$ cat src/rtl/sha_pkg.sv
// Shared constants and FSM encoding for the SHA-256 block unpadder.
package sha_pkg;

  localparam int unsigned BLOCK_BYTES     = 64;
  localparam int unsigned WORDS_PER_BLOCK = 16;
  localparam int unsigned LEN_OFS         = 56;
  localparam int unsigned WORD_W          = 32;
  localparam int unsigned BYTE_W          = 8;
  localparam int unsigned LEN_W           = 64;
  localparam int unsigned OFS_W           = $clog2(BLOCK_BYTES);
  localparam int unsigned IDX_W           = $clog2(WORDS_PER_BLOCK);

  localparam logic [BYTE_W-1:0] PAD_BYTE = 8'h80;

  typedef enum logic [1:0] {
    FILL  = 2'd0,
    EMIT  = 2'd1,
    CHECK = 2'd2,
    STOP  = 2'd3
  } state_t;

endpackage

$ cat src/rtl/m_block_unpadder_if.sv
// Word-in / byte-out handshake bundle of the block unpadder.
interface m_block_unpadder_if #(
  parameter int unsigned CNT_W = 64
) ();
  import sha_pkg::*;

  logic [WORD_W-1:0] word_in;
  logic              word_valid;
  logic              word_ready;
  logic              block_last;
  logic [BYTE_W-1:0] data_out;
  logic              byte_rdy;
  logic              byte_ack;
  logic              byte_stop;
  logic              pad_err;
  logic [CNT_W-1:0]  byte_cnt;

  // Source of words and consumer of bytes
  modport master (
    output word_in, word_valid, block_last, byte_ack,
    input  word_ready, data_out, byte_rdy, byte_stop, pad_err, byte_cnt
  );

  // The unpadder itself
  modport slave (
    input  word_in, word_valid, block_last, byte_ack,
    output word_ready, data_out, byte_rdy, byte_stop, pad_err, byte_cnt
  );

endinterface

$ cat src/rtl/m_block_bank.sv
// Ping-pong storage: two 64-byte banks, word write port, byte read port,
// per-bank full/last flags.
module m_block_bank
  import sha_pkg::*;
(
  input  logic              clk,
  input  logic              rst,
  input  logic              clr,
  input  logic              wr_en,
  input  logic              wr_bank,
  input  logic [IDX_W-1:0]  wr_idx,
  input  logic [WORD_W-1:0] wr_word,
  input  logic              wr_last,
  input  logic              free_en,
  input  logic              free_bank,
  input  logic              rd_bank,
  input  logic [OFS_W-1:0]  rd_ofs,
  output logic [BYTE_W-1:0] rd_byte_c,
  output logic [1:0]        full,
  output logic [1:0]        last
);

  logic [BYTE_W-1:0] mem [2][BLOCK_BYTES];

  // Big-endian word split: [31:24] lands at the lowest byte address
  always_ff @(posedge clk) begin
    if (wr_en) begin
      mem[wr_bank][{wr_idx, 2'd0}] <= wr_word[31:24];
      mem[wr_bank][{wr_idx, 2'd1}] <= wr_word[23:16];
      mem[wr_bank][{wr_idx, 2'd2}] <= wr_word[15:8];
      mem[wr_bank][{wr_idx, 2'd3}] <= wr_word[7:0];
    end
  end

  // Bank becomes full on its last word; freed by the reader or by a message clear
  always_ff @(posedge clk) begin
    if (rst || clr) begin
      full <= 2'b00;
      last <= 2'b00;
    end else begin
      if (free_en) begin
        full[free_bank] <= 1'b0;
        last[free_bank] <= 1'b0;
      end
      if (wr_en && (wr_idx == IDX_W'(WORDS_PER_BLOCK - 1))) begin
        full[wr_bank] <= 1'b1;
        last[wr_bank] <= wr_last;
      end
    end
  end

  assign rd_byte_c = mem[rd_bank][rd_ofs];

endmodule

$ cat src/rtl/m_block_unpadder.sv
// Receive end of SHA-256 padding: buffers padded blocks, recovers the message
// bytes from the length field and flags malformed padding.
module m_block_unpadder
  import sha_pkg::*;
#(
  parameter int unsigned CNT_W = 64
) (
  input logic               clk,
  input logic               rst,
  m_block_unpadder_if.slave bus
);

  state_t            state_q, state_nx;
  logic              wr_bank_q;
  logic [IDX_W-1:0]  wr_idx_q;
  logic              rd_bank_q, rd_bank_nx;
  logic [WORD_W-1:0] len_hi_q;
  logic [LEN_W-1:0]  len_q;
  logic              len_known_q;
  logic [CNT_W-1:0]  blk_cnt_q;

  logic [BYTE_W-1:0] data_out_q, data_out_nx;
  logic              byte_rdy_q, byte_rdy_nx;
  logic              byte_stop_q, byte_stop_nx;
  logic              pad_err_q, pad_err_nx;
  logic [CNT_W-1:0]  byte_cnt_q, byte_cnt_nx;

  logic              free_en_c;
  logic              clr_c;
  logic              word_ready_c;
  logic              word_accept_c;
  logic              emit_ok_c;
  logic              consistent_c;
  logic [OFS_W-1:0]  rd_ofs_c;
  logic [BYTE_W-1:0] rd_byte_c;
  logic [1:0]        full;
  logic [1:0]        last;
  logic [CNT_W-1:0]  n_len_c;
  logic [CNT_W-1:0]  n_p9_c;
  logic [CNT_W-1:0]  t_len_c;

  // Once the final block is in, further words belong to the next message and
  // would be wiped by the end-of-message clear, so hold them off.
  assign word_ready_c  = !rst && !full[wr_bank_q] && !len_known_q && (state_q != STOP);
  assign word_accept_c = bus.word_valid && word_ready_c;

  // Byte offset inside the read bank tracks the message byte counter
  assign rd_ofs_c = byte_cnt_q[OFS_W-1:0];

  m_block_bank u_bank (
    .clk       (clk),
    .rst       (rst),
    .clr       (clr_c),
    .wr_en     (word_accept_c),
    .wr_bank   (wr_bank_q),
    .wr_idx    (wr_idx_q),
    .wr_word   (bus.word_in),
    .wr_last   (bus.block_last),
    .free_en   (free_en_c),
    .free_bank (rd_bank_q),
    .rd_bank   (rd_bank_q),
    .rd_ofs    (rd_ofs_c),
    .rd_byte_c (rd_byte_c),
    .full      (full),
    .last      (last)
  );

  // Write side: word index, bank pointer, block count and length capture
  always_ff @(posedge clk) begin
    if (rst || clr_c) begin
      wr_bank_q   <= 1'b0;
      wr_idx_q    <= '0;
      len_hi_q    <= '0;
      len_q       <= '0;
      len_known_q <= 1'b0;
      blk_cnt_q   <= '0;
    end else if (word_accept_c) begin
      wr_idx_q <= wr_idx_q + IDX_W'(1);
      if (wr_idx_q == IDX_W'(LEN_OFS / 4)) begin
        len_hi_q <= bus.word_in;
      end
      if (wr_idx_q == IDX_W'(WORDS_PER_BLOCK - 1)) begin
        wr_bank_q <= !wr_bank_q;
        blk_cnt_q <= blk_cnt_q + CNT_W'(1);
        if (bus.block_last) begin
          len_known_q <= 1'b1;
          len_q       <= {len_hi_q, bus.word_in};
        end
      end
    end
  end

  // Length check: bit length a whole number of bytes and N+9 fits the last block
  always_comb begin
    n_len_c      = CNT_W'(len_q >> 3);
    n_p9_c       = n_len_c + CNT_W'(9);
    t_len_c      = {blk_cnt_q[CNT_W-OFS_W-1:0], OFS_W'(0)};
    consistent_c = (len_q[2:0] == 3'b000) &&
                   ((t_len_c - CNT_W'(BLOCK_BYTES)) < n_p9_c) &&
                   (n_p9_c <= t_len_c);
  end

  // Read bank released only when the length is guaranteed known before its pad byte
  assign emit_ok_c = full[rd_bank_q] && (full[!rd_bank_q] || last[rd_bank_q]);

  // FSM state and registered outputs
  always_ff @(posedge clk) begin
    if (rst) begin
      state_q     <= FILL;
      rd_bank_q   <= 1'b0;
      data_out_q  <= '0;
      byte_rdy_q  <= 1'b0;
      byte_stop_q <= 1'b0;
      pad_err_q   <= 1'b0;
      byte_cnt_q  <= '0;
    end else begin
      state_q     <= state_nx;
      rd_bank_q   <= rd_bank_nx;
      data_out_q  <= data_out_nx;
      byte_rdy_q  <= byte_rdy_nx;
      byte_stop_q <= byte_stop_nx;
      pad_err_q   <= pad_err_nx;
      byte_cnt_q  <= byte_cnt_nx;
    end
  end

  // Next state and output values
  always_comb begin
    state_nx     = state_q;
    rd_bank_nx   = rd_bank_q;
    data_out_nx  = data_out_q;
    byte_rdy_nx  = byte_rdy_q;
    byte_stop_nx = 1'b0;
    pad_err_nx   = 1'b0;
    byte_cnt_nx  = byte_cnt_q;
    free_en_c    = 1'b0;
    clr_c        = 1'b0;

    case (state_q)
      FILL: begin
        if (emit_ok_c) begin
          state_nx = EMIT;
        end
      end

      EMIT: begin
        if (byte_rdy_q) begin
          if (bus.byte_ack) begin
            byte_rdy_nx = 1'b0;
            byte_cnt_nx = byte_cnt_q + CNT_W'(1);
            if (rd_ofs_c == OFS_W'(BLOCK_BYTES - 1)) begin
              if (last[rd_bank_q]) begin
                // Buffered data ran out before N was reached: length overshoots
                state_nx     = CHECK;
                byte_stop_nx = 1'b1;
                pad_err_nx   = 1'b1;
              end else begin
                free_en_c  = 1'b1;
                rd_bank_nx = !rd_bank_q;
                state_nx   = FILL;
              end
            end
          end
        end else if (len_known_q && (byte_cnt_q == n_len_c)) begin
          // Read offset already equals N%64, so the pad byte is on the read port
          state_nx     = CHECK;
          byte_stop_nx = 1'b1;
          pad_err_nx   = !consistent_c || (rd_byte_c != PAD_BYTE);
        end else begin
          byte_rdy_nx = 1'b1;
          data_out_nx = rd_byte_c;
        end
      end

      CHECK: begin
        state_nx = STOP;
      end

      STOP: begin
        clr_c       = 1'b1;
        rd_bank_nx  = 1'b0;
        byte_cnt_nx = '0;
        state_nx    = FILL;
      end

      default: begin
        state_nx = FILL;
      end
    endcase
  end

  assign bus.word_ready = word_ready_c;
  assign bus.data_out   = data_out_q;
  assign bus.byte_rdy   = byte_rdy_q;
  assign bus.byte_stop  = byte_stop_q;
  assign bus.pad_err    = pad_err_q;
  assign bus.byte_cnt   = byte_cnt_q;

endmodule

$ cat src/flat_wrapper.sv
// flat-port wrapper written by rule: the top's interface ports become plain ports
module m_block_unpadder_flat import sha_pkg::*;
#(
  parameter int unsigned CNT_W = 64
)
  (clk, rst, bus_word_in, bus_word_valid, bus_block_last, bus_byte_ack, bus_word_ready, bus_data_out, bus_byte_rdy, bus_byte_stop, bus_pad_err, bus_byte_cnt);
  m_block_unpadder_if #(.CNT_W(CNT_W)) bus_i ();
  input logic clk;
  input logic rst;
  input wire logic [$bits(bus_i.word_in)-1:0] bus_word_in;
  input wire logic [$bits(bus_i.word_valid)-1:0] bus_word_valid;
  input wire logic [$bits(bus_i.block_last)-1:0] bus_block_last;
  input wire logic [$bits(bus_i.byte_ack)-1:0] bus_byte_ack;
  output wire logic [$bits(bus_i.word_ready)-1:0] bus_word_ready;
  output wire logic [$bits(bus_i.data_out)-1:0] bus_data_out;
  output wire logic [$bits(bus_i.byte_rdy)-1:0] bus_byte_rdy;
  output wire logic [$bits(bus_i.byte_stop)-1:0] bus_byte_stop;
  output wire logic [$bits(bus_i.pad_err)-1:0] bus_pad_err;
  output wire logic [$bits(bus_i.byte_cnt)-1:0] bus_byte_cnt;
  assign bus_i.word_in = bus_word_in;
  assign bus_i.word_valid = bus_word_valid;
  assign bus_i.block_last = bus_block_last;
  assign bus_i.byte_ack = bus_byte_ack;
  assign bus_word_ready = bus_i.word_ready;
  assign bus_data_out = bus_i.data_out;
  assign bus_byte_rdy = bus_i.byte_rdy;
  assign bus_byte_stop = bus_i.byte_stop;
  assign bus_pad_err = bus_i.pad_err;
  assign bus_byte_cnt = bus_i.byte_cnt;
  m_block_unpadder #(.CNT_W(CNT_W)) u_core (.clk(clk), .rst(rst), .bus(bus_i));
endmodule
$ cat config.mk
export PLATFORM = sky130hd
export DESIGN_NAME = m_block_unpadder_flat
export DESIGN_NICKNAME = d
export VERILOG_FILES = /design/src/rtl/sha_pkg.sv /design/src/rtl/m_block_unpadder_if.sv /design/src/rtl/m_block_bank.sv /design/src/rtl/m_block_unpadder.sv /design/src/flat_wrapper.sv
export SDC_FILE = /design/constraint.sdc
export NUM_CORES = 2
export LEC_CHECK = 0
export CAP_MARGIN = 10
export CORE_MARGIN = 4
export CORE_UTILIZATION = 56
export CTS_CLUSTER_SIZE = 8
export DETAILED_ROUTE_END_ITERATION = 12
export PLACE_DENSITY = 0.79
export SYNTH_ARGS = -nofsm -noshare
export SYNTH_HDL_FRONTEND = slang
export SYNTH_SLANG_ARGS = --single-unit
$ cat constraint.sdc
create_clock -name clk -period 5.8 [get_ports clk]
set_input_delay 0.58 -clock clk [delete_from_list [all_inputs] [get_ports clk]]
set_output_delay 0.58 -clock clk [all_outputs]
set_load 0.02 [all_outputs]
==> metrics.cfg <==
[sta]
period_minus_slack_ns = 5.45
tightest_slew_ns = 1.31
finClkSkew_ns = 0.0653
fin_setup_tns_ns = 0
slew_headroom_pct = 12.4
setup_violations = 0
fmax_mhz = 184
fin_crit_sh_pct = 93.9
timing.final.ws_setup_ns = 0.355
holdWs_ns = 0.451
slew_viol_final = 0
hold_violations = 0

[worst_setup_path]
cp.arrival_ns = 6.05
setup.worst_path.start = u_core.len_q[9]
cp-end-kind = register
cp-start-kind = register
crit_fanout = 5
worstSetupPathType = register to register
worst-r2r-cell-count = 19
worstPathRequired_ns = 6.40
timing.rr.end = u_core.bus.pad_err
critPathCapture = u_core.bus.pad_err
rr_startpoint = u_core.len_q[9]
ff2ff_setup_slack_ns = 0.35

[detailed_routing]
drt_wl_total_um = 168000
viasPerCell = 6.61
drt_iter0_drc = 5851
ant_nets = 0
avgRoutedWirePerCell_um = 28.2
vias = 39500
drc = 0
drt_pass1_iterations = 9

[cts]
cts_root_buf = clkbuf_16
insertion_delay_ns = 0.79
hold_buffers = 0
htree_levels = 4
cts_buffers = 176
cts.path.max_buffers = 3
cts.sinks = 1267
clk_pin_slew_ns = 0.05
cts_tree = built

[synth]
synth_adder_area_share_pct = 2.59
ys_seq_area_share_pct = 62.1
synth_cell_types = 80
async_reset_ff_share_pct = 0
synth_mux_area_share_pct = 10.4
synth_compound_area_share_pct = 7.87
synth_top_family_by_area = multiplexers
ys_ff_latch = 1267
synth_top_flop_cell = edfxtp_1
synthSimpleGateAreaFrac_pct = 9.68
yosys.area.top_type = edfxtp_1
synth_edf_count = 1024
synth.area.top_cells = edfxtp_1 (54%), mux4_2 (8.6%), dfxtp_1 (8.5%), o21ai_0 (3.6%), nand2_1 (3.4%)
syn-cell-area_um2 = 57400
synth_top_cell_area_share_pct = 53.6
syn_inst = 4400
yosys_warnings = 0
avgSynthCellArea_um2 = 13.0
yosys.area_share.xor_xnor_pct = 4.29
synth_nets = 4556

[floorplan]
pin_count = 113
initial_core_util_pct = 56.4
die_area_um2 = 108000
num_rows = 117
die-width_um = 328
die-height_um = 328
core_um2 = 102000

[pwr]
max-vdd-ir-drop_mv = 0.279
finalPower_uw = 19900
pwr_density_cell_nw_per_um2 = 305
p_leak_uw = 0.0213

[place]
dp_slack_ns = 0.406
numPortBuffers = 112
routabilityCongestion = 0.977
dp_hpwl_um = 108000

[hold_path]
hp-class = register to register
hold_path_depth = 2

[final_layout]
syn2layout_area_growth_pct = 13.6
num-fill-cells = 7082
layout_commonest_cell = edfxtp_1
drive_above_1_share_pct = 13.8
final_cell_mix = edfxtp_1 (1024), nand2_1 (512), o21ai_0 (417)
final_util_pct = 64.1
nets = 4693

[global_route]
grt_pass1_vias = 38600
overflow = 0
antenna_found_initial = 15
grt_start_max_net_pins = 95
grt_pass1_wl_um = 247000
groute.usage.overall_pct = 31.1

[job]
cap_violations = 0

[outcome]
run_status = finished clean

## layer usage
| layer | wire (µm) | GRT usage (%) |
|---|---|---|
| met4 | 8730 | 15.0 |
| met1 | 60900 | 41.9 |
| met2 | 76300 | 47.0 |
| met5 | 57 | 0 |
| met3 | 22400 | 8.77 |
## through the flow
stage	area, µm²	instances
2_1_floorplan	57400	4400
3_3_place_gp	60300	5726
3_5_place_dp	60300	5726
4_1_cts	65200	5964
5_1_grt	65200	5966
6_report	65200	5968
## where the power goes
group          internal, µW  switching (µW)
Combinational           170             482
Clock                  5510            3820
Sequential             9860            18.3
## area by class of cell
cell class / instances / area [µm²] / share of cell area [%]
diodes: 3 / 7.51 / 0.0115
clock buffers: 224 / 4600 / 7.06
clock inverters: 14 / 309 / 0.474
inverters: 154 / 578 / 0.886
multi-input cells: 2700 / 20200 / 30.9
flip-flops and latches: 1267 / 35600 / 54.6
well taps: 1368 / 1710 / 2.62
repair buffers: 238 / 2220 / 3.41
## state kept, by name (all words and copies together) (netlist names), 2 cells and up, named ones only
signal               flops
u_core.blk_cnt_q        58
u_core.wr_idx_q          4
u_core.u_bank.last       2
u_core.u_bank.full       2
u_core.u_bank.mem     1024
u_core.len_hi_q         32
u_core.bus.data_out      8
u_core.len_q            64
u_core.bus.byte_cnt     64
## cell usage after synthesis (all sizes together) (7+ instances only)
cell,n
a22oi,30
nor3,48
a211oi,13
or2,9
o22ai,21
nor2b,20
nand2b,14
a2111oi,7
dfxtp,243
nor4,36
clkbuf,200
and2,10
and4,16
or4,12
a221oi,13
buf,79
nand4,78
edfxtp,1024
o211ai,7
ha,119
xnor2,213
a21o,36
mux4,220
a21oi,180
and3,33
or3,36
a31oi,8
inv,151
o41ai,7
o221ai,18
nand3,99
mux2i,97
o21ai,418
xor2,68
nand2,513
nor2,249
## worst max-delay path: stages, from the launching register on
cell	delay [ns]
dfxtp_1	0.43
nand2_1	0.15
nor4_4	0.33
and4_4	0.30
nand4_2	0.15
or4_4	0.56
or4_4	0.49
nor4_4	0.32
nand3_1	0.18
xnor2_1	0.16
ha_1	0.29
nand4_1	0.13
nor4_2	0.35
nand3_1	0.14
nor2_1	0.22
a211oi_1	0.07
a2111oi_0	0.43
nand4_1	0.14
nor4_1	0.29
a21boi_1	0.12
## timing repair
action                                  CTS  global route
endpoints found under the setup margin    0             1
resized for setup                         0             2
setup buffers                             0             0
## kinds of logic (layout without fill, tap and decap cells)
kind of cell	Yosys count	in the layout
mux	323	323
compound gates	793	793
xor+xnor	281	281
simple gates	1184	1184
fa+ha+maj	119	119
other cells	0	3
flops	1267	1267
buf+inv	433	630
## worst min-delay path by stage
stage | from | endpoint | slack (ns)
6_report | u_core.len_q[2] | u_core.len_q[2] | 0.45
5_1_grt | u_core.len_q[2] | u_core.len_q[2] | 0.48
4_1_cts | u_core.len_q[2] | u_core.len_q[2] | 0.45
3_5_place_dp | u_core.len_hi_q[30] | u_core.len_q[62] | 0.45
3_3_place_gp | u_core.len_hi_q[28] | u_core.len_q[60] | 0.44
2_1_floorplan | u_core.len_q[1] | u_core.len_q[1] | 0.43
Power figures use the tool's default switching activity.
